### config.mk
export PLATFORM = sky130hd
export DESIGN_NAME = data_port_arbiter
export DESIGN_NICKNAME = d
export VERILOG_FILES = /design/src/rtl/data_port_arbiter_pkg.sv /design/src/rtl/data_port_arbiter_tag_fifo.sv /design/src/rtl/data_port_arbiter.sv
export SDC_FILE = /design/constraint.sdc
export NUM_CORES = 1
export LEC_CHECK = 0
export BUFFER_PORTS_ARGS = -buffer_cell sky130_fd_sc_hd__buf_2
export CAP_MARGIN = 20
export CORE_AREA = 2 2 123 125
export CTS_CLUSTER_SIZE = 30
export DETAILED_ROUTE_END_ITERATION = 6
export DIE_AREA = 0 0 125 127
export GPL_ROUTABILITY_DRIVEN = 0
export GPL_TIMING_DRIVEN = 0
export HOLD_SLACK_MARGIN = 0.12
export PLACE_DENSITY = 0.51
export SLEW_MARGIN = 25
export SYNTH_ARGS = -nofsm -noshare
export SYNTH_HDL_FRONTEND = slang
export SYNTH_SLANG_ARGS = --single-unit
export TNS_END_PERCENT = 100
### constraint.sdc
create_clock -name clk_i -period 1.5 [get_ports clk_i]
set_input_delay 0.3 -clock clk_i [delete_from_list [all_inputs] [get_ports clk_i]]
set_output_delay 0.3 -clock clk_i [all_outputs]
set_load 0.03 [all_outputs]
### src/rtl/data_port_arbiter_pkg.sv
// data_port_arbiter_pkg
//   Shared types and constants for the data port arbiter and its tag FIFO.
//   MAX_MASTERS : upper bound on requesters; sizes the index type.
//   idx_t       : requester index, also the tag FIFO entry type.
//   lock_state_e: request-lock FSM states.
package data_port_arbiter_pkg;

  localparam int MAX_MASTERS = 4;

  typedef logic [1:0] idx_t;

  typedef enum logic {
    UNLOCKED = 1'b0,
    LOCKED   = 1'b1
  } lock_state_e;

endpackage

### src/rtl/data_port_arbiter_tag_fifo.sv
// data_port_arbiter_tag_fifo
//   In-order FIFO of requester indices. One entry is pushed per downstream
//   grant and popped per downstream response, so the head always names the
//   requester that owns the next response.
//   clk_i, rst_ni : clock, asynchronous active-low reset (flushes the FIFO)
//   push_i        : write push_data_i (ignored when full)
//   push_data_i   : requester index to record
//   pop_i         : drop the head entry (ignored when empty)
//   head_o        : oldest stored index
//   full_o/empty_o: occupancy flags
module data_port_arbiter_tag_fifo
  import data_port_arbiter_pkg::*;
#(
  parameter int DEPTH = 2
) (
  input  logic clk_i,
  input  logic rst_ni,
  input  logic push_i,
  input  idx_t push_data_i,
  input  logic pop_i,
  output idx_t head_o,
  output logic full_o,
  output logic empty_o
);

  localparam int PW = (DEPTH > 1) ? $clog2(DEPTH) : 1;
  localparam int CW = $clog2(DEPTH + 1);

  idx_t          mem_q [DEPTH];
  logic [PW-1:0] wr_ptr_q, wr_ptr_d;
  logic [PW-1:0] rd_ptr_q, rd_ptr_d;
  logic [CW-1:0] cnt_q, cnt_d;
  logic          do_push, do_pop;

  // Pointers wrap at DEPTH, which need not be a power of two.
  function automatic logic [PW-1:0] wrap_inc(input logic [PW-1:0] p);
    return (p == PW'(DEPTH - 1)) ? '0 : p + PW'(1);
  endfunction

  assign full_o  = (cnt_q == CW'(DEPTH));
  assign empty_o = (cnt_q == '0);
  assign head_o  = mem_q[rd_ptr_q];

  assign do_push = push_i & ~full_o;
  assign do_pop  = pop_i & ~empty_o;

  always_comb begin
    wr_ptr_d = wr_ptr_q;
    rd_ptr_d = rd_ptr_q;
    cnt_d    = cnt_q;
    if (do_push) wr_ptr_d = wrap_inc(wr_ptr_q);
    if (do_pop)  rd_ptr_d = wrap_inc(rd_ptr_q);
    case ({do_push, do_pop})
      2'b10:   cnt_d = cnt_q + CW'(1);
      2'b01:   cnt_d = cnt_q - CW'(1);
      default: cnt_d = cnt_q;
    endcase
  end

  always_ff @(posedge clk_i or negedge rst_ni) begin
    if (!rst_ni) begin
      wr_ptr_q <= '0;
      rd_ptr_q <= '0;
      cnt_q    <= '0;
    end else begin
      wr_ptr_q <= wr_ptr_d;
      rd_ptr_q <= rd_ptr_d;
      cnt_q    <= cnt_d;
    end
  end

  // Storage needs no reset: entries are only read while counted as valid.
  always_ff @(posedge clk_i) begin
    if (do_push) mem_q[wr_ptr_q] <= push_data_i;
  end

endmodule

### src/rtl/data_port_arbiter.sv
// data_port_arbiter
//   Shares one req/gnt/rvalid data port between NUM_MASTERS requesters.
//   Selection is round-robin (or fixed priority when the macro
//   DATA_ARB_FIXED_PRIO_EN is defined), frozen while a downstream request is
//   waiting for its grant, and responses are routed back in order through a
//   tag FIFO of MAX_OUTSTANDING entries.
//   clk_i, rst_ni          : clock, asynchronous active-low reset
//   m_req_i/m_gnt_o        : per-requester request and grant
//   m_addr_i, m_we_i, m_be_i, m_wdata_i : per-requester access fields
//   m_rvalid_o, m_rdata_o  : per-requester response (rdata zero when idle)
//   s_req_o/s_gnt_i        : downstream request and grant
//   s_addr_o, s_we_o, s_be_o, s_wdata_o : selected access fields
//   s_rvalid_i, s_rdata_i  : downstream response
//   busy_o                 : transactions outstanding or request locked
module data_port_arbiter
  import data_port_arbiter_pkg::*;
#(
  parameter int NUM_MASTERS     = 2,  // 2..4
  parameter int ADDR_WIDTH      = 32,
  parameter int MAX_OUTSTANDING = 2   // 1..4
) (
  input  logic                                   clk_i,
  input  logic                                   rst_ni,
  input  logic [NUM_MASTERS-1:0]                 m_req_i,
  output logic [NUM_MASTERS-1:0]                 m_gnt_o,
  output logic [NUM_MASTERS-1:0]                 m_rvalid_o,
  input  logic [NUM_MASTERS-1:0][ADDR_WIDTH-1:0] m_addr_i,
  input  logic [NUM_MASTERS-1:0]                 m_we_i,
  input  logic [NUM_MASTERS-1:0][3:0]            m_be_i,
  input  logic [NUM_MASTERS-1:0][31:0]           m_wdata_i,
  output logic [NUM_MASTERS-1:0][31:0]           m_rdata_o,
  output logic                                   s_req_o,
  input  logic                                   s_gnt_i,
  input  logic                                   s_rvalid_i,
  output logic [ADDR_WIDTH-1:0]                  s_addr_o,
  output logic                                   s_we_o,
  output logic [3:0]                             s_be_o,
  output logic [31:0]                            s_wdata_o,
  input  logic [31:0]                            s_rdata_i,
  output logic                                   busy_o
);

  // Requester inputs padded to MAX_MASTERS so an idx_t selects exactly.
  logic [MAX_MASTERS-1:0]                 req_pad;
  logic [MAX_MASTERS-1:0][ADDR_WIDTH-1:0] addr_pad;
  logic [MAX_MASTERS-1:0]                 we_pad;
  logic [MAX_MASTERS-1:0][3:0]            be_pad;
  logic [MAX_MASTERS-1:0][31:0]           wdata_pad;

  for (genvar gi = 0; gi < MAX_MASTERS; gi++) begin : g_pad
    if (gi < NUM_MASTERS) begin : g_real
      assign req_pad[gi]   = m_req_i[gi];
      assign addr_pad[gi]  = m_addr_i[gi];
      assign we_pad[gi]    = m_we_i[gi];
      assign be_pad[gi]    = m_be_i[gi];
      assign wdata_pad[gi] = m_wdata_i[gi];
    end else begin : g_absent
      assign req_pad[gi]   = 1'b0;
      assign addr_pad[gi]  = '0;
      assign we_pad[gi]    = 1'b0;
      assign be_pad[gi]    = '0;
      assign wdata_pad[gi] = '0;
    end
  end

  lock_state_e state_q, state_d;
  idx_t        lock_idx_q, lock_idx_d;
  idx_t        search_start;
  idx_t        arb_sel, sel, cand;
  logic        found;
  logic        grant;
  logic        fifo_full, fifo_empty, fifo_pop;
  idx_t        fifo_head;

  // Full blocks requests even if a pop lands in the same cycle, keeping
  // s_req_o independent of s_rvalid_i.
  assign s_req_o  = (|m_req_i) & ~fifo_full;
  assign grant    = s_req_o & s_gnt_i;
  assign fifo_pop = s_rvalid_i & ~fifo_empty;
  assign busy_o   = ~fifo_empty | (state_q == LOCKED);

`ifdef DATA_ARB_FIXED_PRIO_EN
  assign search_start = '0;
`else
  idx_t rr_ptr_q, rr_ptr_d;

  always_comb begin
    rr_ptr_d = rr_ptr_q;
    if (grant) rr_ptr_d = (sel == idx_t'(NUM_MASTERS - 1)) ? '0 : sel + idx_t'(1);
  end

  always_ff @(posedge clk_i or negedge rst_ni) begin
    if (!rst_ni) rr_ptr_q <= '0;
    else         rr_ptr_q <= rr_ptr_d;
  end

  assign search_start = rr_ptr_q;
`endif

  // First requester at or after search_start, wrapping within NUM_MASTERS.
  always_comb begin
    found   = 1'b0;
    arb_sel = search_start;
    cand    = '0;
    for (int k = 0; k < NUM_MASTERS; k++) begin
      cand = idx_t'((int'(search_start) + k) % NUM_MASTERS);
      if (!found && req_pad[cand]) begin
        found   = 1'b1;
        arb_sel = cand;
      end
    end
  end

  // Once the downstream side has seen a request it may have started issuing
  // it, so the selection is frozen until that request is granted.
  assign sel = (state_q == LOCKED) ? lock_idx_q : arb_sel;

  always_comb begin
    state_d    = state_q;
    lock_idx_d = lock_idx_q;
    case (state_q)
      UNLOCKED: begin
        if (s_req_o && !s_gnt_i) begin
          state_d    = LOCKED;
          lock_idx_d = sel;
        end
      end
      LOCKED: begin
        if (s_gnt_i) state_d = UNLOCKED;
      end
      default: state_d = UNLOCKED;
    endcase
  end

  always_ff @(posedge clk_i or negedge rst_ni) begin
    if (!rst_ni) begin
      state_q    <= UNLOCKED;
      lock_idx_q <= '0;
    end else begin
      state_q    <= state_d;
      lock_idx_q <= lock_idx_d;
    end
  end

  assign s_addr_o  = addr_pad[sel];
  assign s_we_o    = we_pad[sel];
  assign s_be_o    = be_pad[sel];
  assign s_wdata_o = wdata_pad[sel];

  for (genvar gi = 0; gi < NUM_MASTERS; gi++) begin : g_route
    assign m_gnt_o[gi]    = grant & (sel == idx_t'(gi));
    assign m_rvalid_o[gi] = fifo_pop & (fifo_head == idx_t'(gi));
    assign m_rdata_o[gi]  = m_rvalid_o[gi] ? s_rdata_i : '0;
  end

  data_port_arbiter_tag_fifo #(
    .DEPTH(MAX_OUTSTANDING)
  ) u_tag_fifo (
    .clk_i      (clk_i),
    .rst_ni     (rst_ni),
    .push_i     (grant),
    .push_data_i(sel),
    .pop_i      (fifo_pop),
    .head_o     (fifo_head),
    .full_o     (fifo_full),
    .empty_o    (fifo_empty)
  );

`ifndef SYNTHESIS
  a_rvalid_needs_tag : assert property (
    @(posedge clk_i) disable iff (!rst_ni) s_rvalid_i |-> !fifo_empty)
    else $error("s_rvalid_i with no outstanding transaction");

  a_locked_req_held : assert property (
    @(posedge clk_i) disable iff (!rst_ni) (state_q == LOCKED) |-> req_pad[lock_idx_q])
    else $error("locked requester dropped m_req_i");
`endif

endmodule

==> results.py <==
metrics = {
    "status": {
        "result_of_the_run": "finished, violations left",
        "failed_checks": "negative setup slack",
    },
    "hold_path": {
        "min_path_type": "input port to flop",
        "worstHoldStart": "s_gnt_i",
        "whs_path_depth": 2,
    },
    "die": {
        "num_rows": 44,
        "chipWidth_um": 125,
        "core_region_area_sq_mm": 0.0144,
        "fp.dieH_um": 127,
        "dieArea_sq_mm": 0.0159,
        "top_level_ports": 315,
        "start_util_pct": 15.9,
    },
    "worst_setup_path": {
        "critical_path.reg2reg.startpoint": "state_q",
        "timing.critical_path.fanout_max": 10,
        "r2r_cells": 7,
        "crit_path_start": "rr_ptr_q[0]",
        "timing.critical_path.max_delay_family": "compound AO/OA/AOI/OAI gates",
        "critical-path-top-cell-by-count": "sky130_fd_sc_hd__buf_6",
        "cp-start-kind": "flop",
        "cp-end-kind": "output port",
        "cp_bufs_invs": 3,
        "cp_cell_sequence": "o21bai_4, a21o_1, buf_12, buf_6, nand3_1, a21oi_4, buf_6",
        "worst_ep_arrival_time_ns": 1.77,
        "worstSetupPathDepth": 7,
        "required_ns": 1.20,
        "setup.worst_path.class": "flop to output port",
        "critical-path-slowest-cell": "sky130_fd_sc_hd__dfrtp_2",
        "slowest_delay_ns": 0.43,
    },
    "clock_tree": {
        "clk_root_buf": "sky130_fd_sc_hd__clkbuf_16",
        "ctsHtreeMaxLevel": 1,
        "worst_skew_pair_later_pin_latency_ns": 0.24,
        "tritoncts": "yes",
        "numCtsBuffers": 3,
        "longest_clk_path_bufs": 2,
        "clkSlewWorstSetupHoldPaths_ns": 0.05,
        "clkSinkCount": 13,
    },
    "power_and_ir_drop": {
        "netSwitchingPower_mw": 5.30,
        "share_seq_of_total_power_pct": 5.7,
        "share_of_total_power_in_combinational_logic_pct": 89.5,
        "p_clk_share_pct": 4.8,
        "cell_internal_pwr_mw": 5.21,
        "overall_power_mw": 10.5,
        "leakagePower_nw": 3.27,
        "peakVddDrop_v": 0.000922,
        "net_switching_share_of_the_total_power_pct": 50.4,
        "power-per-cell-area_mw_per_mm2": 1440,
    },
    "route": {
        "num_vias": 4277,
        "drt_first_iter_violations": 120,
        "drcViolationCount": 0,
        "wire_per_inst_um": 17.4,
        "drtAntennaViolNets": 0,
        "detail_route.wirelength_um": 15800,
        "vias_per_cell": 4.71,
        "drt_first_pass_iters": 4,
    },
    "synth": {
        "post-synth-top-area-cell": "sky130_fd_sc_hd__and2_1",
        "post_synth_main_area_contributors": "sky130_fd_sc_hd__and2_1 17%, sky130_fd_sc_hd__a21oi_1 15%, sky130_fd_sc_hd__nand3_1 15%, sky130_fd_sc_hd__dfrtp_1 9.8%, sky130_fd_sc_hd__o21ai_0 8.7%",
        "register_bit_total_from_synthesis": 13,
        "synth_edf_count": 4,
        "async_reset_ff_share_pct": 69.2,
        "synthesis.instances": 370,
        "synth_largest_type_area_fraction_pct": 17.4,
        "yosysWarnings": 0,
        "number_of_distinct_library_cells_after_synthesis": 35,
        "ys_seq_area_share_pct": 15.0,
        "netlist_area_sq_mm": 0.00230,
        "avgSynthCellArea_sq_um": 6.21,
        "syn_nets": 547,
        "yosys_most_used_dff": "sky130_fd_sc_hd__dfrtp_1",
    },
    "global_route": {
        "grt_pass1_vias": 4572,
        "grt_antenna_before_repair": 1,
        "grt_pass1_wl_um": 23700,
        "grt_start_max_net_pins": 11,
        "globalRoute.totalOverflow": 0,
        "grt_use_total_pct": 18.2,
    },
    "sta": {
        "number_of_pins_exceeding_their_max_slew_limit_in_the_final_report": 0,
        "setup_viol": 141,
        "fin_worst_hold_slack_ns": 0.307,
        "report.final.hold_viol_count": 0,
        "timing.slew.headroom_pct": 79.2,
        "finalCritPeriodShare_pct": 138,
        "setup_slack_ns": -0.565,
        "worst_pin_slew_ns": 0.311,
        "fin_worst_skew_ns": 0.00467,
        "timing.final.crit_period_ns": 2.07,
        "rsz_0062_raised_after_global_routing": "true",
        "fmax_mhz": 484,
    },
    "final_layout": {
        "final_nets": 901,
        "nFillCells": 1283,
        "layout-area-overhead-vs-synth_pct": 218,
        "final-seq-area_sq_um": 349,
        "drive_above_1_share_pct": 84.9,
        "multi_input_area_sq_mm": 0.00311,
        "design_area_sq_mm": 0.00731,
        "layoutNonFillerInstCount": 908,
    },
    "flow_run": {
        "max-cap-violations": 0,
    },
    "placed_design": {
        "placement.io_buffers": 314,
        "dp.cells": 868,
        "dp_hpwl_um": 11500,
        "placement.setup.worst_slack_ns": -0.787,
        "postPlaceCellArea_sq_mm": 0.00532,
    },
}
-- repair_timing --
action | 4_1_cts | 5_1_grt
cloned | 11 | 5
gates resized for setup | 396 | 85
hold endpoints to repair | 9 | 0
pin swaps | 23 | 20
hold buffers | 1 | 0
buffers inserted | 16 | 4
setup endpoints to repair | 143 | 148
-- flip-flops by register name, indices dropped and copies added, names as in the netlist --
name                 cells
rr_ptr_q                 2
u_tag_fifo.rd_ptr_q      1
u_tag_fifo.cnt_q         2
u_tag_fifo.mem_q         4
lock_idx_q               2
u_tag_fifo.wr_ptr_q      1
state_q                  1
-- layout by cell type, fill, tap and decap left out, types with 2 or more instances in the layout --
master / n
sky130_fd_sc_hd__o21ai_2: 17
sky130_fd_sc_hd__clkbuf_2: 4
sky130_fd_sc_hd__clkbuf_16: 8
sky130_fd_sc_hd__nor2_1: 4
sky130_fd_sc_hd__and2_4: 65
sky130_fd_sc_hd__nand2_1: 3
sky130_fd_sc_hd__edfxtp_1: 4
sky130_fd_sc_hd__nand2_2: 3
sky130_fd_sc_hd__o21ai_1: 50
sky130_fd_sc_hd__nand3_4: 5
sky130_fd_sc_hd__buf_2: 177
sky130_fd_sc_hd__nand3_1: 29
sky130_fd_sc_hd__o21ai_4: 3
sky130_fd_sc_hd__dfrtp_1: 6
sky130_fd_sc_hd__clkbuf_4: 5
sky130_fd_sc_hd__nand3_2: 35
sky130_fd_sc_hd__a21oi_4: 72
sky130_fd_sc_hd__buf_8: 15
sky130_fd_sc_hd__dfrtp_2: 3
sky130_fd_sc_hd__buf_6: 147
sky130_fd_sc_hd__clkbuf_8: 2
sky130_fd_sc_hd__xor2_1: 2
sky130_fd_sc_hd__xnor2_1: 3
sky130_fd_sc_hd__buf_4: 17
sky130_fd_sc_hd__buf_12: 15
sky130_fd_sc_hd__buf_16: 3
-- worst reg2reg max path: cells and delay by family (launching register included) --
kind | cells | cell delay [ns]
compound gates | 1 | 0.27
buf+inv | 5 | 0.74
flops | 1 | 0.33
simple gates | 1 | 0.07
-- cells by family after synthesis --
logic type | synth area share, %
DFF | 15.0
AOI/OAI and AO/OA | 34.1
buffers and inverters | 9.64
xor gates and xnor gates | 1.91
adders and majority gates | 0.545
and+or+nand+nor | 37.4
muxes | 1.36
-- synthesized netlist by cell type (2+ instances only) --
cell type,count
sky130_fd_sc_hd__a21oi_1,69
sky130_fd_sc_hd__nand3_1,69
sky130_fd_sc_hd__and2_1,64
sky130_fd_sc_hd__o21ai_0,40
sky130_fd_sc_hd__o21ai_1,30
sky130_fd_sc_hd__buf_2,28
sky130_fd_sc_hd__clkbuf_1,12
sky130_fd_sc_hd__dfrtp_1,9
sky130_fd_sc_hd__nand2_1,6
sky130_fd_sc_hd__nor2_1,5
sky130_fd_sc_hd__edfxtp_1,4
sky130_fd_sc_hd__a21oi_2,3
sky130_fd_sc_hd__xnor2_1,3
sky130_fd_sc_hd__and3_1,2
sky130_fd_sc_hd__buf_4,2
sky130_fd_sc_hd__clkbuf_2,2
sky130_fd_sc_hd__inv_1,2
sky130_fd_sc_hd__mux2i_1,2
sky130_fd_sc_hd__xor2_1,2
-- final cells by class --
type	count	area share [%]
diodes	1	0.0342
plain buffers	44	7.80
clock buffers	4	1.08
inverters	3	0.257
multi-input cells	310	42.6
flip-flops and latches	13	4.77
well taps	184	3.15
repair buffers	347	40.0
repair inverters	2	0.308
-- worst paths after layout --
| kind | to | slack (ns) |
|---|---|---|
| min in group asynchronous | rr_ptr_q[1] | 0.49 |
| min reg2reg | u_tag_fifo.wr_ptr_q | 0.51 |
| max reg2reg | u_tag_fifo.mem_q[1][1] | -0.15 |
| max | s_addr_o[2] | -0.57 |
| min | state_q | 0.31 |
| max in group asynchronous | rr_ptr_q[0] | 0.81 |
-- per-stage QoR --
step	setup TNS (ns)	util, %
floorplan	-13.40	-
finish	-70.58	50.7
CTS	-72.50	48.2
global placement	-63.93	36.9
global route	-82.36	50.7
detailed placement	-66.86	36.9
-- power by group through the flow --
stage	combinational [mW]	sequential, mW	clock (mW)
finish	9.41	0.598	0.501
global route	9.87	0.616	0.539
CTS	9.06	0.590	0.506
detailed placement	6.99	0.614	0
global placement	6.91	0.609	0
floorplan	5.30	0.588	0
-- layer usage --
| metal | global-route usage [%] | part of all wire (%) | vias up |
|---|---|---|---|
| li1 | - | - | 2025 |
| met2 | 35.6 | 54 | 217 |
| met4 | 4.97 | 2.7 | 0 |
| met1 | 19.8 | 37 | 2011 |
| met5 | 0 | 0 | - |
| met3 | 3.52 | 7.0 | 24 |
(Power assumes the default switching activity.)
